File: src/rtl/pla_intb_vec_driver.sv
// PLA input driver: accepts a tagged 15-bit vector, holds it on the PLA
// inputs for two full cycles, captures the 7-bit PLA response on the second
// edge and queues {tag, z} in a small result FIFO.
module pla_intb_vec_driver #(
   parameter int unsigned DEPTH = 4,
   parameter int unsigned TAGW  = 8
) (
   input  logic            clk,
   input  logic            rst_n,
   input  logic            in_valid,
   output logic            in_ready,
   input  logic [14:0]     in_vec,
   input  logic [TAGW-1:0] in_tag,
   output logic [14:0]     pla_x,
   input  logic [6:0]      pla_z,
   output logic            out_valid,
   input  logic            out_ready,
   output logic [6:0]      out_z,
   output logic [TAGW-1:0] out_tag,
   output logic [15:0]     vec_count,
   output logic            busy
);

   localparam int unsigned AW = $clog2(DEPTH);
   localparam logic [AW:0] DEPTH_C = (AW+1)'(DEPTH);

   typedef enum logic [1:0] {
      IDLE,
      SETTLE,
      CAPTURE
   } state_t;

   state_t            state_q;
   state_t            state_d;
   logic [TAGW-1:0]   tag_q;
   logic [TAGW+6:0]   mem [DEPTH];
   logic [AW-1:0]     wr_ptr;
   logic [AW-1:0]     rd_ptr;
   logic [AW:0]       count;
   logic [15:0]       vec_cnt_q;
   logic              accept;
   logic              push;
   logic              pop;

   // Ready only while idle with a free slot; gated by rst_n so it is low
   // throughout reset. The free slot checked here is the one the push uses.
   assign in_ready  = (state_q == IDLE) && (count < DEPTH_C) && rst_n;
   assign out_valid = (count != '0);
   assign pop       = out_valid & out_ready;
   assign busy      = (state_q != IDLE);
   assign vec_count = vec_cnt_q;
   assign out_z     = out_valid ? mem[rd_ptr][6:0]       : '0;
   assign out_tag   = out_valid ? mem[rd_ptr][TAGW+6:7]  : '0;

   // State register.
   always_ff @(posedge clk or negedge rst_n) begin
      if (!rst_n) state_q <= IDLE;
      else        state_q <= state_d;
   end

   // Next-state logic: accept in IDLE, one settle cycle, push on CAPTURE edge.
   always_comb begin
      state_d = state_q;
      accept  = 1'b0;
      push    = 1'b0;
      case (state_q)
         IDLE: begin
            accept = in_valid & in_ready;
            if (accept) state_d = SETTLE;
         end
         SETTLE:  state_d = CAPTURE;
         CAPTURE: begin
            push    = 1'b1;
            state_d = IDLE;
         end
         default: state_d = IDLE;
      endcase
   end

   // Vector and tag are latched only at accept and held until the next one.
   always_ff @(posedge clk or negedge rst_n) begin
      if (!rst_n) begin
         pla_x <= '0;
         tag_q <= '0;
      end else if (accept) begin
         pla_x <= in_vec;
         tag_q <= in_tag;
      end
   end

   // FIFO storage; contents are masked by out_valid so they need no reset.
   always_ff @(posedge clk) begin
      if (push) mem[wr_ptr] <= {tag_q, pla_z};
   end

   // FIFO pointers and occupancy; power-of-two depth lets pointers wrap naturally.
   always_ff @(posedge clk or negedge rst_n) begin
      if (!rst_n) begin
         wr_ptr <= '0;
         rd_ptr <= '0;
         count  <= '0;
      end else begin
         if (push) wr_ptr <= wr_ptr + AW'(1);
         if (pop)  rd_ptr <= rd_ptr + AW'(1);
         case ({push, pop})
            2'b10:   count <= count + (AW+1)'(1);
            2'b01:   count <= count - (AW+1)'(1);
            default: count <= count;
         endcase
      end
   end

   // Saturating count of results pushed since reset.
   always_ff @(posedge clk or negedge rst_n) begin
      if (!rst_n)                      vec_cnt_q <= '0;
      else if (push && vec_cnt_q != '1) vec_cnt_q <= vec_cnt_q + 16'd1;
   end

endmodule
File: config.mk
export PLATFORM = sky130hd
export DESIGN_NAME = pla_intb_vec_driver
export DESIGN_NICKNAME = d
export VERILOG_FILES = /design/src/rtl/pla_intb_vec_driver.sv
export SDC_FILE = /design/constraint.sdc
export NUM_CORES = 1
export LEC_CHECK = 0
export ABC_AREA = 1
export CAP_MARGIN = 20
export CELL_PAD_IN_SITES_DETAIL_PLACEMENT = 0
export CELL_PAD_IN_SITES_GLOBAL_PLACEMENT = 2
export CORE_AREA = 2 2 120 122
export DETAILED_ROUTE_END_ITERATION = 10
export DIE_AREA = 0 0 122 124
export MAX_ROUTING_LAYER = met4
export PLACE_DENSITY = 0.93
export SETUP_SLACK_MARGIN = 0.5
export SLEW_MARGIN = 40
export SYNTH_ARGS = -nofsm -noshare
export SYNTH_HDL_FRONTEND = slang
export SYNTH_SLANG_ARGS = --single-unit
File: constraint.sdc
create_clock -name clk -period 4.1 [get_ports clk]
set_input_delay 0.615 -clock clk [delete_from_list [all_inputs] [get_ports clk]]
set_output_delay 0.615 -clock clk [all_outputs]
set_load 0.01 [all_outputs]
==> summary.txt, run 1 <==
critical path class: reg -> out
Crit path largest cell delay: 660 ps
share of the synthesized area in the top cell type: 37.9%
Cell Rows: 43
final hold vios: 0
total gr overflow: 0
Post-CTS Setup Bufs: 0
global-route wire length before repair: 17.5 mm
DP HPWL: 7.25 mm
kind of cell adding the most delay to the critical path: buffers and inverters
antenna viol nets, final: 0
commonest non-fill, non-tap cells in the layout: 131 x nand2_1, 81 x clkdlybuf4s50_1, 79 x nor2_1, 60 x edfxtp_1, 48 x dfrtp_1
Overall Global Routing Usage: 15.4%
worst flop-to-flop path endpoint: count[2]
initial antenna violation count: 1
clock sink total: 108
Setup WS pre-CTS: 1570 ps
CTS max path bufs: 2
Die Area: 15100 um^2
Crit. End Element: primary output
Final setup viols: 0
# nets final: 606
area added between synthesis and finish: 27.3%
Pleak: 0.00248 uW
RSZ-0062 raised after global routing: false
Synthesized Nets: 520
CP required: 3480 ps
WP depth: 6
WP data arrival: 2300 ps
mapped cell area: 4760 um^2
Relative slew margins: 57.8%
clock root buffer: clkbuf_16
Worst-path clk slew: 70 ps
main combinational cell family by area after synthesis: simple AND/OR/NAND/NOR gates
fin. max-slew vios: 0
R2R cell count: 10
most common cell after layout, fill and taps aside: nand2_1
Worst VDD drop: 0.254 mV
Final Hold Slack: 426 ps
fmax: 343 MHz
DRT iter0 DRCs: 218
WP buf/inv: 2
final setup skew: 9.29 ps
most frequent CP cell: nor2_1
CP Launch Type: flip-flop
clk_lat worst skew: 340 ps
initial core utilization: 34.7%
post-synthesis xor/xnor area fraction: 1.29%
H-Tree Depth: 3
last element of the critical path: out_z[6]
Adder-Cell Fraction of Synth Area: 2.00%
#FFs+latches synth: 108
RePlAce Congestion: 0.781
fin crit share: 71.1%
post-synthesis compound-gate area fraction: 5.66%
Syn Inst Count: 479
Seq/Total Area, Yosys: 63.1%
pin count of the biggest net entering global routing: 49
R2R Setup Slk: 2170 ps
Routed wire per std cell: 14.1 um
max_cap viols: 0
CTS tree: done
cell chain of the critical path: buf_4 > nor2_1 > nor2_1 > o21ai_0 > a21oi_1 > clkdlybuf4s50_1
Synth Warn #: 0
minimum clock period: 2910 ps
status: complete, no violations
area leader, netlist: edfxtp_1
Post-route DRC: 0
mux contribution to synthesized area: 0%
CTS Hold Bufs: 0
Vias: 3469
Num CTS Buffers: 9
Total Wirelength: 10.6 mm
worst slew pin tran: 633 ps
input/output buffers: 82
Final WS setup: 1190 ps
TNS Setup: 0 ps
HP Class: in -> async
Vias/cell: 4.62
vias in the first global route: 3539
Simple-Gate Fraction of Synth Area: 23.3%
dominant cells by area after synthesis: edfxtp_1 38%, dfrtp_1 25%, nand2_1 10%
post-synth cell types: 27
die height: 124 um
Core ar.: 13700 um^2
Worst path slowest cell: dfrtp_1
Pwr per Cell Area: 619 nW/um^2
Initial DRT Pass Iterations: 4
I/O pin cnt: 83
Worst Setup SP: rd_ptr[0]
Die Wd: 122 um
syn_area_per_cell: 9.93 um^2
post-CTS resize count: 0
share of layout cells above drive strength 1: 8.95%
worst r2r src: count[0]
Worst Path Max Fanout: 17
-- logic make-up (layout without fill, tap and decap cells) --
logic type / after synthesis / count (layout)
compound gates: 53 / 53
other cells: 0 / 1
simple gates: 253 / 253
xor+xnor: 7 / 7
buf+inv: 51 / 142
fa+ha+maj: 7 / 7
flops: 108 / 108
-- cells in the mapped netlist, drive strengths merged --
cell type and number:
xnor2 3, nand4 7, nor3 1, dfrtp 48, nand3b 3, ha 6
o21ai 37, clkbuf 3, a21oi 16, xor2 4, fa 1, nor2 90
nand2 139, inv 36, buf 11, edfxtp 60, nand3 13, clkinv 1
-- layer usage --
layer  vias to the layer above  wire, um  GRT usage [%]
li1                       1721         -              -
met4                         0        40           2.80
met3                         8       631           4.58
met1                      1645      4820           19.1
met2                        95      5110           25.4
met5                         -         0              -
-- power breakdown --
part           switching [uW]  leakage, uW  internal (uW)
Clock                     404     0.000142            422
Sequential                165      0.00116           1390
Combinational             711      0.00118            651
Total                    1280      0.00248           2470
-- metrics by stage --
stage	instance area, um^2	instances	power, uW	util [%]
floorplan	4760	479	2300	-
global placement	5770	734	2910	42.1
detailed placement	5770	734	2950	42.1
CTS	6050	750	3790	44.1
global route	6050	751	4020	44.1
finish	6050	751	3750	44.1
-- how the worst min path moves through the flow --
stage                   endpoint  depth (start not counted)
finish                  tag_q[1]                          2
CTS                     pla_x[3]                          2
global placement        pla_x[8]                          2
floorplan               count[0]                          0
detailed placement     pla_x[11]                          2
global route        vec_count[2]                          2
-- state kept, by name (all words and copies together), names as in the netlist --
name       count
vec_count     16
mem           60
rd_ptr         2
tag_q          8
wr_ptr         2
pla_x         15
count          3
state_q        2
-- area by class of cell --
class,instances,area [um^2]
fill,1349,7660
sequential,108,3000
multi-input combinational,320,1530
timing repair buffer,89,868
clock buffer,9,225
tap,180,225
inverter,37,140
clock inverter,7,56.3
antenna,1,2.50
-- worst reg2reg max path, cell delays in order, from the launching register on --
cell and delay [ps]:
dfrtp_1 370, inv_1 80, nand3_1 150, nand2_1 100, inv_1 110, ha_1 150
inv_1 70, fa_1 380, a21oi_1 140, o21ai_0 110, xor2_1 160
(Power assumes the default switching activity.)
==> run 2: changes to the inputs <==
Settings changed: CORE_AREA 2 2 120 122 to 2 2 124 126, DIE_AREA 0 0 122 124 to 0 0 126 128, PLACE_DENSITY 0.93 to 0.89.
Clock period 4.1 ns to 2.8 ns, I/O delays scaled along.
==> summary.txt, run 2 (synthesis gave the netlist of run 1 again) <==
status: complete, no violations
commonest non-fill, non-tap cells in the layout: 131 x nand2_1, 79 x nor2_1, 72 x clkdlybuf4s50_1, 60 x edfxtp_1, 47 x dfrtp_1
share of layout cells above drive strength 1: 10.1% (+1.2 points)
Crit. End Element: primary output
die height: 128 um (+3.2%)
Die Wd: 126 um (+3.3%)
Post-route DRC: 0 (unchanged)
Worst Setup SP: rd_ptr[0]
Fillers: 1500 (+11%)
Biggest register: mem
cell chain of the critical path: buf_4 > nor2_1 > nor2_1 > o21ai_0 > a21oi_1 > clkdlybuf4s50_1
DP HPWL: 7.30 mm (+0.72%)
final setup skew: 5.60 ps (-3.69 ps)
worst r2r src: count[0]
Final setup viols: 0 (unchanged)
Overall Global Routing Usage: 14.3% (-1.1 points)
Vias: 3431 (-1.1%)
clock sink total: 108 (unchanged)
worst flop-to-flop path endpoint: count[2]
WP buf/inv: 2 (unchanged)
Cell Rows: 45 (+4.7%)
Crit path largest cell delay: 550 ps (-110 ps)
CTS max path bufs: 2 (unchanged)
worst slew pin tran: 636 ps (+3.77 ps)
final hold vios: 0 (unchanged)
CTS tree: done
RePlAce Congestion: 0.755 (-3.4%)
CTS Hold Bufs: 0 (unchanged)
pin count of the biggest net entering global routing: 49 (unchanged)
global-route wire length before repair: 17.6 mm (+0.43%)
last element of the critical path: out_tag[5]
Worst path slowest cell: clkdlybuf4s50_1
Num CTS Buffers: 9 (unchanged)
most common cell after layout, fill and taps aside: nand2_1
# nets final: 610 (+0.66%)
WP depth: 6 (unchanged)
input/output buffers: 82 (unchanged)
initial core utilization: 32.0% (-2.7 points)
Vias/cell: 4.50 (-2.7%)
CP required: 2380 ps (-1100 ps)
antenna viol nets, final: 0 (unchanged)
Routed wire per std cell: 14.0 um (-0.63%)
DRT iter0 DRCs: 128 (-41%)
max_cap viols: 0 (unchanged)
WP data arrival: 1930 ps (-370 ps)
area added between synthesis and finish: 30.1%
critical path class: reg -> out
HP Class: in -> async
Core ar.: 14900 um^2 (+8.3%)
Worst Path Max Fanout: 8 (-9)
H-Tree Depth: 3 (unchanged)
fmax: 425 MHz
final instance count without filler cells: 763 (+1.6%)
I/O pin cnt: 83 (unchanged)
R2R cell count: 10 (unchanged)
kind of cell adding the most delay to the critical path: buffers and inverters
Initial DRT Pass Iterations: 4 (unchanged)
Pwr per Cell Area: 920 nW/um^2 (+49%)
Pleak: 0.00258 uW (+3.9%)
initial antenna violation count: 1 (unchanged)
fin. max-slew vios: 0 (unchanged)
Relative slew margins: 57.6% (-0.25 points)
Worst-path clk slew: 70 ps (about the same)
Worst VDD drop: 0.395 mV (+56%)
placed instance count: 743 (+1.2%)
Die Area: 16100 um^2 (+6.6%)
CP Launch Type: flip-flop
max FFs per register: 60 (unchanged)
clock root buffer: clkbuf_16
Total Wirelength: 10.7 mm (+0.95%)
TNS Setup: 0 ps (unchanged)
minimum clock period: 2350 ps
vias in the first global route: 3513 (-0.73%)
R2R Setup Slk: 950 ps (-1220 ps)
RSZ-0062 raised after global routing: true
fin crit share: 84.0%
clk_lat worst skew: 340 ps (about the same)
total gr overflow: 0 (unchanged)
most frequent CP cell: nor2_1
run 2: changes by cell type in the layout (fill, tap and decap cells not counted), moves of 3 or more:
cell | before | now
clkdlybuf4s50_1 | 81 | 72
clkinvlp_4 | 0 | 3
dlygate4sd2_1 | 0 | 3
dlymetal6s2s_1 | 0 | 6
run 2: metal layers:
metal  vias to the layer above  global-route usage (%)  part of all wire (%)
li1                       1735                       -                     -
met1                      1615                    17.3                    45
met2                        71                    23.8                    49
met3                        10                    3.34                   4.8
met4                         0                    4.46                   1.1
met5                         -                       -                     0
run 2: worst min path at each step:
stage,to,slack (ps),depth (start not counted)
floorplan,count[0],120,0
global placement,count[0],460,1
detailed placement,pla_x[7],470,2
CTS,pla_x[3],280,2
global route,tag_q[5],310,2
finish,pla_x[5],240,2
run 2: power breakdown:
| part | internal (uW) | total, uW | switching [uW] | leakage (uW) |
|---|---|---|---|---|
| clock | 716 | 1310 | 592 | 0.000149 |
| sequential | 2040 | 2280 | 239 | 0.00116 |
| combinational | 1010 | 2100 | 1090 | 0.00127 |
| total | 3770 | 5690 | 1920 | 0.00258 |
run 2: metrics by stage:
stage | hold WS, ps | setup WS, ps | utilization [%] | area [um^2] | total power (uW)
5_1_grt | 311 | 331 | 41.6 | 6190 | 6080
4_1_cts | 282 | 431 | 41.5 | 6170 | 5780
3_5_place_dp | 470 | 657 | 38.9 | 5790 | 4360
2_1_floorplan | 124 | 1030 | - | 4760 | 3360
3_3_place_gp | 463 | 689 | 38.9 | 5790 | 4300
6_report | 242 | 449 | 41.6 | 6190 | 5690
run 2: cell type report:
| type | instances | area, um^2 | share of cell area [%] |
|---|---|---|---|
| Tap cell | 188 | 235 | 3.80 |
| Antenna cell | 1 | 2.50 | 0.0404 |
| Clock buffer | 10 | 229 | 3.70 |
| Inverter | 37 | 153 | 2.47 |
| Timing Repair Buffer | 93 | 946 | 15.3 |
| Sequential cell | 108 | 3000 | 48.5 |
| Multi-Input combinational cell | 320 | 1540 | 24.9 |
| Clock inverter | 6 | 80.1 | 1.29 |
run 2: timing repair:
action,CTS,global route
gates cloned,1,0
setup buffers,2,0
hold endpoints to repair,0,0
pin swaps,0,0
resized for setup,12,7
setup endpoints to repair,15,12
